--- config.mk ---
export PLATFORM = sky130hd
export DESIGN_NAME = maze_timer_ctrl
export DESIGN_NICKNAME = d
export VERILOG_FILES = /design/src/rtl/maze_timer_pkg.sv /design/src/rtl/maze_timer_ctrl_bcd_counter3.sv /design/src/rtl/maze_timer_ctrl.sv
export SDC_FILE = /design/constraint.sdc
export NUM_CORES = 1
export LEC_CHECK = 0
export BUFFER_PORTS_ARGS = -buffer_cell sky130_fd_sc_hd__buf_4
export CAP_MARGIN = 25
export CORE_ASPECT_RATIO = 0.8
export CORE_MARGIN = 10
export CORE_UTILIZATION = 60
export DETAILED_ROUTE_END_ITERATION = 6
export PLACE_DENSITY = 0.9
export SLEW_MARGIN = 15
export SYNTH_ARGS = -nofsm -noshare
export SYNTH_HDL_FRONTEND = slang
export SYNTH_SLANG_ARGS = --single-unit
--- constraint.sdc ---
create_clock -name ClockIn -period 3.35 [get_ports ClockIn]
set_input_delay 0.67 -clock ClockIn [delete_from_list [all_inputs] [get_ports ClockIn]]
set_output_delay 0.67 -clock ClockIn [all_outputs]
set_load 0.005 [all_outputs]
--- src/rtl/maze_timer_pkg.sv ---
// Shared definitions for the maze game timer: phase encoding, digit width,
// and the elaboration-time binary-to-BCD helper.
package maze_timer_pkg;

   localparam int DIGIT_W = 4;

   typedef enum logic [2:0] {
      ST_IDLE  = 3'd0,
      ST_RUN   = 3'd1,
      ST_PAUSE = 3'd2,
      ST_WIN   = 3'd3,
      ST_LOSE  = 3'd4
   } game_state_e;

   // Packed as {hundreds, tens, units}.
   function automatic logic [3*DIGIT_W-1:0] to_bcd3(input int unsigned value);
      logic [DIGIT_W-1:0] hundreds;
      logic [DIGIT_W-1:0] tens;
      logic [DIGIT_W-1:0] units;
      hundreds = DIGIT_W'((value / 100) % 10);
      tens     = DIGIT_W'((value / 10) % 10);
      units    = DIGIT_W'(value % 10);
      return {hundreds, tens, units};
   endfunction

endpackage

--- src/rtl/maze_timer_ctrl_bcd_counter3.sv ---
// Three-digit BCD counter with synchronous clear and increment enable;
// wraps from 999 to 000.
module bcd_counter3
   import maze_timer_pkg::*;
(
   input  logic               ClockIn,
   input  logic               Reset,
   input  logic               clr,
   input  logic               inc,
   output logic [DIGIT_W-1:0] digit0,
   output logic [DIGIT_W-1:0] digit1,
   output logic [DIGIT_W-1:0] digit2
);

   logic [DIGIT_W-1:0] d0_q, d0_d;
   logic [DIGIT_W-1:0] d1_q, d1_d;
   logic [DIGIT_W-1:0] d2_q, d2_d;

   always_comb begin
      d0_d = d0_q;
      d1_d = d1_q;
      d2_d = d2_q;
      if (clr) begin
         d0_d = '0;
         d1_d = '0;
         d2_d = '0;
      end else if (inc) begin
         if (d0_q == 4'd9) begin
            d0_d = '0;
            if (d1_q == 4'd9) begin
               d1_d = '0;
               d2_d = (d2_q == 4'd9) ? '0 : d2_q + 4'd1;
            end else begin
               d1_d = d1_q + 4'd1;
            end
         end else begin
            d0_d = d0_q + 4'd1;
         end
      end
   end

   always_ff @(posedge ClockIn or posedge Reset) begin
      if (Reset) begin
         d0_q <= '0;
         d1_q <= '0;
         d2_q <= '0;
      end else begin
         d0_q <= d0_d;
         d1_q <= d1_d;
         d2_q <= d2_d;
      end
   end

   assign digit0 = d0_q;
   assign digit1 = d1_q;
   assign digit2 = d2_q;

endmodule

--- src/rtl/maze_timer_ctrl.sv ---
// Maze game timer sequencer: game phase FSM, one-second prescaler, BCD
// elapsed-time counter and end-of-game beep timer.
module maze_timer_ctrl
   import maze_timer_pkg::*;
#(
   parameter int CLOCK_FREQUENCY = 50000000,
   parameter int TICK_DIV        = CLOCK_FREQUENCY,
   parameter int TIME_LIMIT      = 100,
   parameter int BEEP_CYCLES     = 25000000
) (
   input  logic               ClockIn,
   input  logic               Reset,
   input  logic               start,
   input  logic               pause,
   input  logic               goal_reached,
   output logic [DIGIT_W-1:0] digit0,
   output logic [DIGIT_W-1:0] digit1,
   output logic [DIGIT_W-1:0] digit2,
   output logic               tick,
   output logic [2:0]         game_state,
   output logic               beep
);

   localparam int PW = $clog2(TICK_DIV);
   localparam int BW = $clog2(BEEP_CYCLES + 1);
   // Comparing the pre-increment count lets LOSE be entered on the same edge
   // that the digits reach TIME_LIMIT.
   localparam logic [3*DIGIT_W-1:0] LIMIT_M1_BCD = to_bcd3(TIME_LIMIT - 1);
   localparam logic [PW-1:0] PRESC_LAST = PW'(TICK_DIV - 1);
   localparam logic [BW-1:0] BEEP_LOAD  = BW'(BEEP_CYCLES);

   game_state_e     state_q, state_d;
   logic [PW-1:0]   presc_q, presc_d;
   logic [BW-1:0]   beep_cnt_q, beep_cnt_d;
   logic            beep_q, beep_d;
   logic            tick_q, tick_d;
   logic            clr, inc;

   bcd_counter3 u_count (
      .ClockIn (ClockIn),
      .Reset   (Reset),
      .clr     (clr),
      .inc     (inc),
      .digit0  (digit0),
      .digit1  (digit1),
      .digit2  (digit2)
   );

   always_comb begin
      state_d    = state_q;
      presc_d    = presc_q;
      beep_cnt_d = beep_cnt_q;
      beep_d     = beep_q;
      tick_d     = 1'b0;
      clr        = 1'b0;
      inc        = 1'b0;

      if (beep_cnt_q != '0) begin
         beep_cnt_d = beep_cnt_q - BW'(1);
         beep_d     = (beep_cnt_q != BW'(1));
      end

      case (state_q)
         ST_IDLE: begin
            presc_d = '0;
            if (start) begin
               state_d = ST_RUN;
               clr     = 1'b1;
            end
         end
         ST_RUN: begin
            if (goal_reached) begin
               state_d    = ST_WIN;
               beep_cnt_d = BEEP_LOAD;
               beep_d     = 1'b1;
            end else begin
               if (presc_q == PRESC_LAST) begin
                  presc_d = '0;
                  inc     = 1'b1;
                  tick_d  = 1'b1;
                  if ({digit2, digit1, digit0} == LIMIT_M1_BCD) begin
                     state_d    = ST_LOSE;
                     beep_cnt_d = BEEP_LOAD;
                     beep_d     = 1'b1;
                  end
               end else begin
                  presc_d = presc_q + PW'(1);
               end
               if (pause && state_d == ST_RUN) state_d = ST_PAUSE;
            end
         end
         ST_PAUSE: begin
            if (start) begin
               state_d = ST_RUN;
               presc_d = '0;
               clr     = 1'b1;
            end else if (pause) begin
               state_d = ST_RUN;
            end
         end
         ST_WIN, ST_LOSE: begin
            presc_d = '0;
            if (start) begin
               state_d    = ST_RUN;
               clr        = 1'b1;
               beep_cnt_d = '0;
               beep_d     = 1'b0;
            end
         end
         default: begin
            state_d = ST_IDLE;
            presc_d = '0;
         end
      endcase
   end

   always_ff @(posedge ClockIn or posedge Reset) begin
      if (Reset) begin
         state_q    <= ST_IDLE;
         presc_q    <= '0;
         beep_cnt_q <= '0;
         beep_q     <= 1'b0;
         tick_q     <= 1'b0;
      end else begin
         state_q    <= state_d;
         presc_q    <= presc_d;
         beep_cnt_q <= beep_cnt_d;
         beep_q     <= beep_d;
         tick_q     <= tick_d;
      end
   end

   assign game_state = state_q;
   assign tick       = tick_q;
   assign beep       = beep_q;

endmodule

==> summary.md, run 1 <==
| Metric | Value |
|---|---|
| Outcome | `finished clean` |
| Via density per instance | `6.43` |
| Final setup fails | `0` |
| R2R cell count | `5` |
| # rows | `26` |
| Port bufs | `21` |
| Tot Pwr | `a little under 3 mW` |
| Worst hold slack | `445 ps` |
| DIE AREA | `10100 um2` |
| WL final | `roughly 9200 um` |
| Cell Chain, Critical Path | `or4_1 > or4_1 > or3_4 > or4b_1 > nand3_1` |
| Initial DRC Count | `241` |
| Initial antenna violation count | `0` |
| Area growth syn-to-layout | `13.1%` |
| Residual DRC | `0` |
| Final worst slack | `a little under 600 ps` |
| Clk slew on worst S/H paths | `roughly 90 ps` |
| EDFF count, synth | `0` |
| Vias | `between 3000 and 4000` |
| First-pass GRT wire length | `about 16000 um` |
| Inst Count DP | `513` |
| Post-CTS Setup Inserts | `0` |
| Routed Antenna Nets | `0` |
| Register area share after synthesis | `44.0%` |
| Vias in the first global route | `3357` |
| Setup TNS | `0 ps` |
| Synth Net Count | `433` |
| Worst Path Required | `approximately 3600 ps` |
| Yosys synthesis warning count | `0` |
| Global-route congestion overflow total | `0` |
| Clock Tree Buf Depth | `2` |
| Arr. time, crit path | `3050 ps` |
| Minimum clock period | `2760 ps` |
| Worst-skew pair later-pin latency | `360 ps` |
| N_diodes | `0` |
| Most common cell on crit path | `or4_1` |
| Mean Syn Cell Area | `9.27 um2` |
| Die width | `roughly 110 um` |
| Pwr dens | `675 nW/um2` |
| Main flop type after synthesis | `dfrtp_1` |
| Half-perimeter wire length after placement | `roughly 6200 um` |
| Largest net degree at the start of global routing | `38` |
| IO Pins | `22` |
| Final std cells w/o fill | `530` |
| Startpoint types | `flip-flop` |
| Pin slew with the least headroom to its limit | `just over 700 ps` |
| H-tree depth | `3` |
| FILL cells | `469` |
| Maximum VDD drop | `roughly 0.27 mV` |
| Worst min path class | `input pin to asynchronous set/reset pin` |
| Drt pass-1 iters | `7` |
| Initial Util | `61.2%` |
| GPL Wtd Cong | `~0.84` |
| All-layer global routing usage | `19.0%` |
| WS Path Type | `flip-flop to flip-flop` |
| Hold-fix buffers, CTS | `0` |
| Crit Path Max Fanout | `9` |
| Yosys reg bits | `just under 70` |
| Clock sinks | `68` |
| Pre-CTS setup slack | `about 660 ps` |
| RSZ-0062 raised after global routing | `no` |
| Crit-path max cell delay | `about 650 ps` |
| Slew Limit Fails | `0` |
| CTS tree | `yes` |
| Synth Cell Area | `3860 um2` |
| Final Hold Viols | `0` |
| Drt wl/cell | `17.3 um` |
| Period utilization | `82.5%` |
| CTS Root Cell | `clkbuf_8` |
| Die height | `91.8 um` |
| Max Clk Rate | `362 MHz` |
| Worst Skew | `approximately 18 ps` |
| Layout cells sized above 1 | `between 10% and 20%` |
| Leakage Power | `1.82 nW` |
| Async SR Flop Fraction | `100%` |
| Endpoint class of the critical path | `flip-flop` |
| Max Cap Viol | `0` |
| Cells after Synth | `417` |
| Num CTS Buffers | `9` |
| Slowest CP cell | `or4_1` |
| Max-Slew Margin vs Limit | `51.4%` |
| Core area | `6310 um2` |
| Nets | `457` |
| Netlist cell types | `53` |
| Resize count post-CTS | `0` |
[kinds of logic (layout without fill, tap and decap cells)]
family                     count (synthesis)  after routing  share of synthesized area, %
muxes                                     10             10                          2.66
buffers and inverters                     28             57                          2.79
adders and majority gates                 11             11                          3.56
xor gates and xnor gates                  25             25                          5.67
and+or+nand+nor                          195            195                          28.3
AOI/OAI and AO/OA                         80             80                          13.0
DFF                                       68             68                          44.0
[layer usage]
metal | share of wire, % | track usage [%]
met4 | 1.4 | 7.03
met5 | 0 | 0
met2 | 48 | 30.0
met3 | 6.2 | 4.62
met1 | 44 | 24.7
[state kept, by name, indices dropped and copies added, names as in the netlist]
name / cells
u_count.digit1: 4
beep: 1
beep_cnt_q: 25
u_count.digit2: 4
game_state: 3
u_count.digit0: 4
presc_q: 26
tick: 1
[worst paths after layout]
path                                endpoint           start  slack (ps)
hold / removal             u_count.digit2[2]           Reset         440
setup reg to reg              beep_cnt_q[22]  beep_cnt_q[12]         590
setup / recovery              beep_cnt_q[22]  beep_cnt_q[12]         590
max in group asynchronous         presc_q[7]           Reset        2260
min in group ClockIn             presc_q[25]     presc_q[25]         500
hold reg to reg                  presc_q[25]     presc_q[25]         500
[final cells by class]
class                   count  area (um2)  area share (%)
inverters                  13        48.8            1.12
clock buffers              11         151            3.47
repair buffers             28         223            5.10
clock inverters             5        83.8            1.92
well taps                  84         105            2.41
flip-flops and latches     68        1700            39.0
multi-input cells         321        2050            47.0
[power breakdown]
group	leakage (nW)	switching (mW)	total (mW)	internal, mW
logic	0.799	0.606	0.987	0.382
registers	0.905	0.195	1.17	0.975
clock network	0.112	0.331	0.792	0.461
[metrics by stage]
stage	cell area, um2	utilization [%]
after floorplan	3860	-
after global placement	4130	65.4
after detailed placement	4130	65.4
after CTS	4360	69.1
after global routing	4370	69.2
final	4370	69.2
[worst max-delay path, delay by kind of cell, from the launching register on]
family / cells / cell delay [ps]
and+or+nand+nor: 5 / 2240
DFF: 1 / 440
[cell usage in the layout (no fill, tap or decap), types with 3 or more instances in the layout]
cell and count:
nand3b_1 4, a21o_1 4, mux2i_1 8, o21ai_0 17, nor4_1 6, a211oi_1 3
nand4_1 15, and2_1 3, buf_4 27, nand2_1 22, or4_1 14, or3b_2 3
xnor2_1 6, nor4_2 3, and4_1 3, dfrtp_1 68, a31oi_1 3, inv_1 12
xor2_1 19, clkbuf_8 11, and3_1 3, nand2b_1 5, or3_1 10, nand3_1 23
ha_1 11, a21oi_1 26, o211ai_1 6, nor2_1 54, o31ai_1 8, nor3_1 10
[cell usage after synthesis (4+ instances only)]
library cell | instances | area (um2)
dfrtp_1 | 68 | 1700
nor2_1 | 54 | 203
a21oi_1 | 26 | 130
nand3_1 | 23 | 115
nand2_1 | 22 | 82.6
xor2_1 | 19 | 166
o21ai_0 | 17 | 85.1
nand4_1 | 15 | 93.8
or4_1 | 14 | 105
clkbuf_1 | 13 | 48.8
inv_1 | 13 | 48.8
ha_1 | 11 | 138
nor3_1 | 10 | 50.1
or3_1 | 10 | 62.6
mux2i_1 | 8 | 80.1
o31ai_1 | 8 | 60.1
nor4_1 | 6 | 37.5
o211ai_1 | 6 | 45.0
xnor2_1 | 6 | 52.6
nand2b_1 | 5 | 31.3
a21o_1 | 4 | 30.0
nand3b_1 | 4 | 30.0
No activity file was read; power rests on OpenSTA's default activity.
==> inputs of run 2 (changes only) <==
==> constraint.sdc (replaced) <==
create_clock -name ClockIn -period 2.9 [get_ports ClockIn]
set_input_delay 0.58 -clock ClockIn [delete_from_list [all_inputs] [get_ports ClockIn]]
set_output_delay 0.58 -clock ClockIn [all_outputs]
set_load 0.005 [all_outputs]
==> summary.md, run 2 (synthesis results as in run 1) <==
| Metric | Value |
|---|---|
| All-layer global routing usage | `18.6%` |
| Worst Skew | `roughly 14 ps` |
| Leakage Power | `~1.8 nW` |
| N_diodes | `0` |
| Crit path from | `presc_q[8]` |
| Startpoint types | `flip-flop` |
| Die width | `110 um` |
| Top flop regs | `presc_q x26, beep_cnt_q x25` |
| Final worst slack | `184 ps` |
| Layout cells sized above 1 | `14.1%` |
| Area growth syn-to-layout | `11.9%` |
| Largest register FFs | `26` |
| Reg2Reg Capture Point | `game_state[2]` |
| Slew Limit Fails | `0` |
| Pre-CTS setup slack | `213 ps` |
| H-tree depth | `3` |
| Minimum clock period | `2720 ps` |
| Pwr dens | `740 nW/um2` |
| # rows | `26` |
| Arr. time, crit path | `2990 ps` |
| Clk slew on worst S/H paths | `around 80 ps` |
| Drt pass-1 iters | `5` |
| RSZ-0062 raised after global routing | `no` |
| R2R cell count | `5` |
| Vias | `3415` |
| Period utilization | `about 94%` |
| Setup TNS | `0 ps` |
| Drt wl/cell | `17.0 um` |
| Nets | `459` |
| Final Hold Viols | `0` |
| First-pass GRT wire length | `roughly 15000 um` |
| WL final | `about 9000 um` |
| Half-perimeter wire length after placement | `6060 um` |
| IO Pins | `22` |
| Worst-skew pair later-pin latency | `350 ps` |
| Max-Slew Margin vs Limit | `55.0%` |
| Maximum VDD drop | `0.397 mV` |
| Worst min path class | `input pin to asynchronous set/reset pin` |
| Residual DRC | `0` |
| Initial DRC Count | `298` |
| WS Path Type | `flip-flop to flip-flop` |
| CTS Root Cell | `clkbuf_8` |
| Commonest non-fill, non-tap cell in the layout | `dfrtp_1` |
| Global-route congestion overflow total | `0` |
| Final setup fails | `0` |
| FF-to-FF Start | `presc_q[8]` |
| Clock sinks | `68` |
| Largest net degree at the start of global routing | `about 70` |
| Routed Antenna Nets | `0` |
| Max Cap Viol | `0` |
| Max Clk Rate | `about 370 MHz` |
| Via density per instance | `6.42` |
| Endpoint class of the critical path | `flip-flop` |
| Initial antenna violation count | `0` |
| CTS tree | `yes` |
| Vias in the first global route | `3263` |
| Die height | `91.8 um` |
| Clock Tree Buf Depth | `2` |
| Worst Path Required | `about 3200 ps` |
| Hold-fix buffers, CTS | `0` |
| Core area | `6310 um2` |
| Num CTS Buffers | `9` |
| DIE AREA | `about 10000 um2` |
| Initial Util | `61.2%` |
| GPL Wtd Cong | `0.862` |
| Outcome | `finished clean` |
| Post-CTS Setup Inserts | `0` |
| Port bufs | `21` |
| Largest Register | `presc_q` |
| Crit Path Max Fanout | `5` |
| Most frequent cells in the layout | `dfrtp_1, nor2_1, buf_4` |
| Reg-to-reg setup timing slack | `about 180 ps` |
| Resize count post-CTS | `0` |
| Pin slew with the least headroom to its limit | `669 ps` |
-- run 2: routing by layer --
| layer | share of wire [%] | wire [um] | track usage, % | vias up |
|---|---|---|---|---|
| met1 | 44 | 3970 | 24.3 | 1666 |
| met4 | 1.2 | 109 | 6.49 | 0 |
| li1 | - | - | - | 1590 |
| met2 | 48 | 4330 | 29.2 | 148 |
| met3 | 6.8 | 614 | 4.62 | 11 |
| met5 | 0 | 0 | 0 | - |
-- run 2: how the worst max path moves through the flow --
| stage | end | slack, ps | depth (start not counted) |
|---|---|---|---|
| after CTS | game_state[2] | 190 | 5 |
| final | game_state[2] | 180 | 5 |
| after global routing | game_state[2] | 50 | 5 |
| after floorplan | beep_cnt_q[22] | 360 | 7 |
| after detailed placement | game_state[2] | 210 | 5 |
| after global placement | beep_cnt_q[22] | 290 | 5 |
-- run 2: metrics by stage --
stage          total power [mW]  hold slack, ps  utilization (%)  cell area [um2]  std cells
2_1_floorplan              2.13             446                -             3860        417
3_5_place_dp               2.48             480             65.7             4150        516
4_1_cts                    3.20             318             68.5             4320        532
6_report                   3.20             294             68.5             4320        532
5_1_grt                    3.41             316             68.5             4320        532
3_3_place_gp               2.40             470             65.7             4150        516
-- run 2: area by class of cell --
cell class / instances / area [um2]
multi-input cells: 321 / 2050
fillers: 473 / 1990
flip-flops and latches: 68 / 1700
repair buffers: 30 / 238
clock buffers: 10 / 138
well taps: 84 / 105
inverters: 13 / 48.8
clock inverters: 6 / 38.8
-- run 2: critical path, cell delays in order (launching register included) --
cell	delay [ps]
dfrtp_1	420
or4b_2	710
nor4_2	380
nand4_1	310
or4b_2	660
a21oi_1	160
-- run 2: where the power goes --
group | internal, mW | leakage (nW) | switching [mW] | total (mW)
combinational | 0.444 | 0.810 | 0.694 | 1.14
clock | 0.332 | 0.0885 | 0.382 | 0.714
sequential | 1.13 | 0.905 | 0.223 | 1.35
total | 1.90 | 1.80 | 1.30 | 3.20
==> inputs of run 3 (changes only) <==
--- a/config.mk
+++ b/config.mk
@@ -12,7 +12,9 @@
 export CORE_UTILIZATION = 60
 export DETAILED_ROUTE_END_ITERATION = 6
 export PLACE_DENSITY = 0.9
+export SKIP_LAST_GASP = 1
 export SLEW_MARGIN = 15
 export SYNTH_ARGS = -nofsm -noshare
 export SYNTH_HDL_FRONTEND = slang
+export SYNTH_HIERARCHICAL = 1
 export SYNTH_SLANG_ARGS = --single-unit
==> summary.md, run 3 <==
| Metric | Value |
|---|---|
| Switching Share | `40.4%` |
| P_int | `1.99 mW` |
| Max Clk Rate | `358 MHz` |
| Top-count cell post-synth | `dfrtp_1` |
| Final Hold Viols | `0` |
| Max-Slew Margin vs Limit | `about 45%` |
| FF-to-FF Start | `presc_q[11]` |
| Endpoint class of the critical path | `flip-flop` |
| Largest area contributor in the netlist | `dfrtp_1` |
| Largest Register | `presc_q` |
| Layout cells sized above 1 | `14.9%` |
| Startpoint types | `flip-flop` |
| First-pass GRT wire length | `approximately 15000 um` |
| Main flop type after synthesis | `dfrtp_1` |
| Cells after Synth | `426` |
| Buf/Inv on CP | `0` |
| Nets | `between 400 and 500` |
| Via density per instance | `6.15` |
| All-layer global routing usage | `17.4%` |
| Most frequent cells in the layout | `dfrtp_1, nor2_1, buf_4` |
| Routed Antenna Nets | `0` |
| Crit Path Max Fanout | `6` |
| Cell Chain, Critical Path | `or4_1 > or4_4 > or2_1 > nor2_4 > and4b_2 > a211oi_1 > or3b_1` |
| Slowest CP cell | `or4_4` |
| Die width | `111 um` |
| CTS tree | `yes` |
| Max Cap Viol | `0` |
| Top flop regs | `presc_q x26, beep_cnt_q x25` |
| IO Pins | `22` |
| Largest cells by area after synthesis | `dfrtp_1, xor2_1, nor2_1` |
| Top cells by count, synth | `dfrtp_1, nor2_1, xor2_1` |
| Vias | `3357` |
| Initial DRC Count | `between 200 and 250` |
| Yosys synthesis warning count | `6` |
| Clk slew on worst S/H paths | `roughly 70 ps` |
| # rows | `26` |
| Largest net degree at the start of global routing | `28` |
| Flop pwr share | `41.9%` |
| Final worst slack | `~110 ps` |
| H-tree depth | `3` |
| Tot Pwr | `around 3.3 mW` |
| Mean Syn Cell Area | `9.31 um2` |
| FILL cells | `452` |
| Port bufs | `21` |
| Yosys reg bits | `68` |
| Leakage Power | `between 1.5 and 2 nW` |
| WL final | `8890 um` |
| Global-route congestion overflow total | `0` |
| Slew Limit Fails | `0` |
| Synth Cell Area | `3970 um2` |
| Clock sinks | `68` |
| Share of the synthesized area in the top cell type | `42.9%` |
| Maximum VDD drop | `0.336 mV` |
| Critical path's top delay family | `simple AND/OR/NAND/NOR gates` |
| Switching power | `1.35 mW` |
| Reg-to-reg setup timing slack | `between 100 and 150 ps` |
| Final setup fails | `0` |
| Worst-skew pair later-pin latency | `350 ps` |
| Crit-path max cell delay | `approximately 520 ps` |
| Initial antenna violation count | `0` |
| Initial Util | `61.9%` |
| Core area | `about 6400 um2` |
| Register area share after synthesis | `42.9%` |
| Share of power burned in combinational logic | `38.4%` |
| Worst min path class | `input pin to asynchronous set/reset pin` |
| Pin slew with the least headroom to its limit | `819 ps` |
| Drt pass-1 iters | `5` |
| Outcome | `finished clean` |
| Clock power frac | `19.7%` |
| DIE AREA | `10300 um2` |
| Pre-CTS setup slack | `22.9 ps` |
| Vias in the first global route | `3201` |
| Residual DRC | `0` |
| EDFF count, synth | `0` |
| Die height | `92.7 um` |
| Worst hold slack | `184 ps` |
| Clock Tree Buf Depth | `2` |
| Pwr dens | `around 750 nW/um2` |
| Reg2Reg Capture Point | `u_count/digit2[3]` |
| Commonest non-fill, non-tap cell in the layout | `dfrtp_1` |
| Worst Skew | `between 10 and 15 ps` |
| Minimum clock period | `around 2800 ps` |
| CTS Root Cell | `clkbuf_8` |
| Num CTS Buffers | `9` |
| Largest register FFs | `26` |
| Drt wl/cell | `16.3 um` |
| Async SR Flop Fraction | `100%` |
| Worst Path Required | `3130 ps` |
| Netlist cell types | `between 50 and 60` |
| N_diodes | `0` |
| Arr. time, crit path | `3020 ps` |
| GPL Wtd Cong | `0.833` |
| WS Path Type | `flip-flop to flip-flop` |
| Synth Net Count | `approximately 440` |
| Half-perimeter wire length after placement | `roughly 6300 um` |
| R2R cell count | `7` |
| Period utilization | `96.4%` |
| Area growth syn-to-layout | `12.0%` |
==> run 3: worst register-to-register path: cells and delay by family (launching register included) <==
family | cells | cell delay [ps]
and+or+nand+nor | 6 | 2200
DFF | 1 | 400
AOI/OAI and AO/OA | 1 | 90
==> run 3: what timing repair did <==
action                                  in CTS  in global routing
endpoints found under the setup margin       0                  4
setup buffers                                0                  2
hold buffers                                 0                  0
resized for setup                            0                  3
==> run 3: power groups by stage <==
stage / Clock [mW] / Combinational, mW / Sequential [mW]
finish: 0.658 / 1.28 / 1.40
CTS: 0.668 / 1.27 / 1.39
floorplan: 0 / 0.993 / 1.33
global route: 0.717 / 1.44 / 1.44
detailed placement: 0 / 1.26 / 1.40
global placement: 0 / 1.20 / 1.39
==> run 3: final cells by class <==
class	count	area (um2)	share of cell area (%)
clock buffer	12	145	3.27
clock inverter	2	12.5	0.282
inverter	16	60.1	1.35
multi-input combinational	326	2130	48.0
sequential	68	1700	38.3
tap	84	105	2.37
timing repair buffer	38	285	6.42
==> run 3: worst max path at each step <==
| stage | startpoint | end | slack (ps) | depth (start not counted) |
|---|---|---|---|---|
| after CTS | presc_q[11] | u_count/digit2[3] | 7 | 7 |
| after global placement | presc_q[11] | u_count/digit2[3] | 130 | 7 |
| after floorplan | presc_q[8] | u_count/digit2[3] | 40 | 8 |
| after global routing | presc_q[11] | u_count/digit1[3] | -20 | 7 |
| after detailed placement | presc_q[11] | u_count/digit2[3] | 20 | 7 |
| final | presc_q[11] | u_count/digit2[3] | 110 | 7 |
==> run 3: logic make-up (layout without fill, tap and decap cells) <==
logic type	Yosys count	in the layout	synth area share [%]
and+or+nand+nor	194	194	27.6
xor gates and xnor gates	37	37	8.17
adders and majority gates	10	10	3.15
AOI/OAI and AO/OA	80	80	13.0
buffers and inverters	32	68	3.82
DFF	68	68	42.9
muxes	5	5	1.36
==> run 3: stage by stage <==
stage	cell area [um2]	TNS [ps]	util (%)	cells
global route	4440	-17.3	69.3	546
detailed placement	4250	0	66.4	530
global placement	4250	0	66.4	530
floorplan	3970	0	-	426
finish	4440	0	69.3	546
CTS	4410	0	68.8	544
==> run 3: routing by layer <==
| metal | vias up | part of all wire [%] | GRT usage, % | wire (um) |
|---|---|---|---|---|
| li1 | 1617 | - | - | - |
| met1 | 1616 | 45 | 21.8 | 3990 |
| met2 | 104 | 47 | 28.1 | 4220 |
| met3 | 20 | 5.8 | 4.51 | 513 |
| met4 | 0 | 1.9 | 7.36 | 166 |
| met5 | - | 0 | 0 | 0 |
